File: config.mk
export PLATFORM = sky130hd
export DESIGN_NAME = dist_ram_fifo
export DESIGN_NICKNAME = d
export VERILOG_FILES = /design/src/rtl/dist_ram_fifo.sv
export SDC_FILE = /design/constraint.sdc
export NUM_CORES = 1
export LEC_CHECK = 0
export ABC_AREA = 1
export BUFFER_PORTS_ARGS = -buffer_cell sky130_fd_sc_hd__buf_4
export CORE_UTILIZATION = 67
export CTS_BUF_LIST = sky130_fd_sc_hd__clkbuf_8
export DETAILED_ROUTE_END_ITERATION = 6
export HOLD_SLACK_MARGIN = 0.03
export PLACE_DENSITY = 0.86
export SLEW_MARGIN = 25
export SYNTH_ARGS = -nofsm -noshare
export SYNTH_HDL_FRONTEND = slang
export SYNTH_SLANG_ARGS = --single-unit
File: constraint.sdc
create_clock -name CLK -period 4.71 [get_ports CLK]
set_input_delay 0.942 -clock CLK [delete_from_list [all_inputs] [get_ports CLK]]
set_output_delay 0.942 -clock CLK [all_outputs]
set_load 0.05 [all_outputs]
File: src/rtl/dist_ram_fifo.sv
// Single-clock FIFO on LUT RAM with async read and first-word fall-through.
// Ports: CLK/RST_N, WR_EN/WR_DATA, RD_EN/RD_DATA, FULL/AFULL/EMPTY/AEMPTY, OVERFLOW/UNDERFLOW, COUNT.
module dist_ram_fifo #(
  parameter int WIDTH      = 8,
  parameter int DEPTH      = 16,
  parameter int AFULL_LVL  = DEPTH - 2,
  parameter int AEMPTY_LVL = 1
) (
  input  logic                     CLK,
  input  logic                     RST_N,
  input  logic                     WR_EN,
  input  logic [WIDTH-1:0]         WR_DATA,
  output logic                     FULL,
  output logic                     AFULL,
  output logic                     OVERFLOW,
  input  logic                     RD_EN,
  output logic [WIDTH-1:0]         RD_DATA,
  output logic                     EMPTY,
  output logic                     AEMPTY,
  output logic                     UNDERFLOW,
  output logic [$clog2(DEPTH):0]   COUNT
);

  localparam int A = $clog2(DEPTH);

  localparam logic [A:0] L_DEPTH  = (A+1)'(DEPTH);
  localparam logic [A:0] L_AFULL  = (A+1)'(AFULL_LVL);
  localparam logic [A:0] L_AEMPTY = (A+1)'(AEMPTY_LVL);
  localparam logic [A:0] L_ZERO   = '0;

  logic [WIDTH-1:0] r_mem [DEPTH];

  logic [A-1:0] r_wr_ptr;
  logic [A-1:0] r_rd_ptr;
  logic [A:0]   r_count;
  logic         r_full;
  logic         r_empty;
  logic         r_afull;
  logic         r_aempty;
  logic         r_ovf;
  logic         r_unf;

  logic         w_wr_acc;
  logic         w_rd_acc;
  logic [A:0]   w_count_nxt;
  logic         w_full_nxt;
  logic         w_empty_nxt;
  logic         w_afull_nxt;
  logic         w_aempty_nxt;

  // A write into a full FIFO is allowed when the head is popped on the
  // same edge; the freed slot is exactly the one wr_ptr points at.
  assign w_wr_acc = WR_EN & (~r_full | RD_EN);
  assign w_rd_acc = RD_EN & ~r_empty;

  always_comb begin
    w_count_nxt = r_count;
    unique case ({w_wr_acc, w_rd_acc})
      2'b10:   w_count_nxt = r_count + (A+1)'(1);
      2'b01:   w_count_nxt = r_count - (A+1)'(1);
      default: w_count_nxt = r_count;
    endcase
  end

  assign w_full_nxt   = (w_count_nxt == L_DEPTH);
  assign w_empty_nxt  = (w_count_nxt == L_ZERO);
  assign w_afull_nxt  = (w_count_nxt >= L_AFULL);
  assign w_aempty_nxt = (w_count_nxt <= L_AEMPTY);

  // Storage has no reset so it maps onto LUT RAM. The RST_N gate keeps a
  // write coinciding with reset assertion from landing in memory.
  always_ff @(posedge CLK) begin
    if (w_wr_acc && RST_N) begin
      r_mem[r_wr_ptr] <= WR_DATA;
    end
  end

  always_ff @(posedge CLK or negedge RST_N) begin
    if (!RST_N) begin
      r_wr_ptr <= '0;
      r_rd_ptr <= '0;
      r_count  <= '0;
      r_full   <= 1'b0;
      r_empty  <= 1'b1;
      r_afull  <= 1'b0;
      r_aempty <= 1'b1;
      r_ovf    <= 1'b0;
      r_unf    <= 1'b0;
    end else begin
      if (w_wr_acc) begin
        r_wr_ptr <= r_wr_ptr + A'(1);
      end
      if (w_rd_acc) begin
        r_rd_ptr <= r_rd_ptr + A'(1);
      end
      r_count  <= w_count_nxt;
      r_full   <= w_full_nxt;
      r_empty  <= w_empty_nxt;
      r_afull  <= w_afull_nxt;
      r_aempty <= w_aempty_nxt;
      r_ovf    <= WR_EN & r_full & ~RD_EN;
      r_unf    <= RD_EN & r_empty;
    end
  end

  // Head word straight from the RAM read port: no output register.
  assign RD_DATA   = r_mem[r_rd_ptr];
  assign FULL      = r_full;
  assign EMPTY     = r_empty;
  assign AFULL     = r_afull;
  assign AEMPTY    = r_aempty;
  assign OVERFLOW  = r_ovf;
  assign UNDERFLOW = r_unf;
  assign COUNT     = r_count;

endmodule

==> results.md <==
- Status: finished, final reports clean
- Top Family by Delay on Critical Path: flip-flops
- Synth cell count leaders: edfxtp_1, nor2_1, o21ai_0
- Count leader, synth: edfxtp_1
- Fin nets: 555
- CP bufs+invs: 2
- Final instance area: 6820 um2
- Logic pwr share: 0.390
- Final WL: 14.3 mm
- Num CTS Buffers: 17
- Global-route wire length before repair: 21.9 mm
- NetSw: 0.00196 W
- Dpl ws: 1.59 ns
- Tightest Pin Transition: 1.04 ns
- Initial antenna violation count: 0
- Power per Cell Area: 675 nW/um2
- Worst Clk Skew: 0.00925 ns
- Share of cells above drive strength 1: 0.146
- Vias in the first global route: 4,139
- Worst-path maximum fanout: 19
- Yosys warns: 0
- Initial DRC Count: 541
- Critical path class: register to output pin
- Synth unique cells: 29
- CP cell instances: inv_1, o211ai_1, nand3_1, nand2_1, buf_4
- CP Data Required Time: 3.77 ns
- H-tree lvl count: 4
- Post-synthesis net count: 530
- Routed WL per cell: 21.9 um
- Post-DP Area: 6390 um2
- Cts repair resizes: 0
- Cts hold-fix bufs: 0
- Final non-filler cell total: 656
- CTS Sinks: 147
- Root Driver: clkbuf_8
- FP Rows: 34
- Placed insts: 624
- Post-route minimum period: 3.58 ns
- Syn Inst Count: 510
- Top-area cell type share of the netlist area: 0.629
- FFs w/ async S/R, synth: 0.129
- Clk buf depth: 2
- Setup TNS: 0 ns
- Slew Viols, Final: 0
- Hold crit path type: input port to asynchronous set/reset pin
- Starting Density: 0.697
- ANT nets after route: 0
- Synth Register Bits: 147
- Static Leak: 2.44 nW
- Final hold vios: 0
- Crit-path slowest cell: dfrtp_1
- Net Sw Frac: 0.425
- Post-synth EDFFs: 128
- Mapped cell area: 6110 um2
- Syn avg cell area: 12.0 um2
- Worst hold margin: 0.358 ns
- Largest net degree at the start of global routing: 68
- Die X: 97.5 um
- Vias: 4,214
- Setup Viol. Count Final: 0
- Core area: 8760 um2
- Critical Path End Type: output pin
- Clk Latency, worst-skew pair: 0.45 ns
- Critical Path AT: 2.64 ns
- Via density: 6.42
- Synth Flop Type: edfxtp_1
- Die Area: 9500 um2
- Max VDD drop: 563 uV
- Startpoint Class: register
- Max Cap Viol: 0
- CP max stage delay: 0.82 ns
- Sequential share of power: 0.382
- IO Port Bufs: 30
- Die height: 97.5 um
- Worst Slack Setup Final: 1.13 ns
- DPL Wire Length: 8.22 mm
- Setup Buffers After CTS: 0
- Register area share after synthesis: 0.708
- Num ports: 31
- RSZ-0062 raised after global routing: no
- DR pass1 iterations: 7
- DRC: 0
- FMAX: 279 MHz
- Final Cycle Share: 0.760
- Int Pwr: 0.00265 W
- Total grt overflow: 0
- Ant. Diodes: 0
- Total global-route track usage: 0.316
- CTS tree: yes
- Synth area leader: edfxtp_1
- Clock Power Share: 0.228
- Routability cong.: 0.829
- Layout area overhead: 11.7%
- Top cells by area, synth: edfxtp_1, nor2_1, dfrtp_1, o21ai_0, o211ai_1
- Clock-pin slew on the worst setup and hold paths: 0.08 ns
- Slew HR: 0.304
[flip-flops by register name, indices dropped and copies added, names as in the netlist]
name       flops
r_mem        128
COUNT          5
r_rd_ptr       4
r_wr_ptr       4
AEMPTY         1
AFULL          1
EMPTY          1
FULL           1
OVERFLOW       1
UNDERFLOW      1
[metal layers]
layer,vias to the layer above,GRT usage,part of all wire
li1,1853,-,-
met1,1998,0.402,0.36
met2,295,0.501,0.50
met3,68,0.0878,0.095
met4,0,0.163,0.043
met5,-,0,0
[cell usage in the layout (no fill, tap or decap), types with 5 or more instances in the layout]
master and instances:
nand3_1 16, xor2_1 5, nor3_2 8, o211ai_1 32, buf_4 31, o21ai_0 72
ha_1 8, dfrtp_1 15, clkbuf_8 17, nand2_1 41, nor2_1 114, inv_1 23
edfxtp_1 128
[per-stage QoR]
step | utilization | power, W
detailed placement | 0.729 | 0.00352
CTS | 0.778 | 0.00457
global route | 0.778 | 0.00479
finish | 0.778 | 0.00461
global placement | 0.725 | 0.00344
floorplan | - | 0.00302
[worst paths after layout]
check | startpoint | depth (start not counted) | slack, ns | end
min in group CLK | EMPTY | 2 | 0.49 | UNDERFLOW
max in group asynchronous | RST_N | 1 | 4.08 | EMPTY
worst max register to register | EMPTY | 16 | 2.17 | AFULL
worst min-delay path | RST_N | 1 | 0.36 | r_wr_ptr[0]
worst max-delay path | r_rd_ptr[2] | 5 | 1.13 | RD_DATA[2]
worst min register to register | EMPTY | 2 | 0.49 | UNDERFLOW
[logic make-up (layout without fill, tap and decap cells)]
| family | count (synthesis) | in the layout | share of synthesized area |
|---|---|---|---|
| AO/OA/AOI/OAI | 108 | 108 | 0.102 |
| XOR/XNOR | 8 | 8 | 0.0115 |
| adder cells (fa/ha/maj) | 8 | 8 | 0.0164 |
| buffers and inverters | 50 | 88 | 0.0363 |
| flip-flops | 147 | 147 | 0.708 |
| multiplexers | 1 | 1 | 0.00184 |
| AND/OR/NAND/NOR | 188 | 188 | 0.125 |
[worst register-to-register path: cells and delay by family (launching register included)]
| kind | cells | cell delay [ns] |
|---|---|---|
| AND/OR/NAND/NOR | 10 | 1.16 |
| adder cells (fa/ha/maj) | 2 | 0.60 |
| flip-flops | 1 | 0.38 |
| buffers and inverters | 3 | 0.25 |
| AO/OA/AOI/OAI | 1 | 0.06 |
[power groups by stage]
stage / Clock [W] / Combinational [W] / Sequential [W]
global placement: 0 / 0.00167 / 0.00177
detailed placement: 0 / 0.00175 / 0.00177
global route: 0.00110 / 0.00192 / 0.00177
finish: 0.00105 / 0.00180 / 0.00176
floorplan: 0 / 0.00125 / 0.00177
CTS: 0.00104 / 0.00178 / 0.00175
[final cells by class]
| type | count | area [um2] |
|---|---|---|
| inverters | 25 | 96.3 |
| flip-flops and latches | 147 | 4330 |
| multi-input cells | 313 | 1600 |
| clock buffers | 17 | 234 |
| well taps | 108 | 135 |
| clock inverters | 15 | 190 |
| fillers | 524 | 1940 |
| repair buffers | 31 | 233 |
No activity file was read; power rests on OpenSTA's default activity.
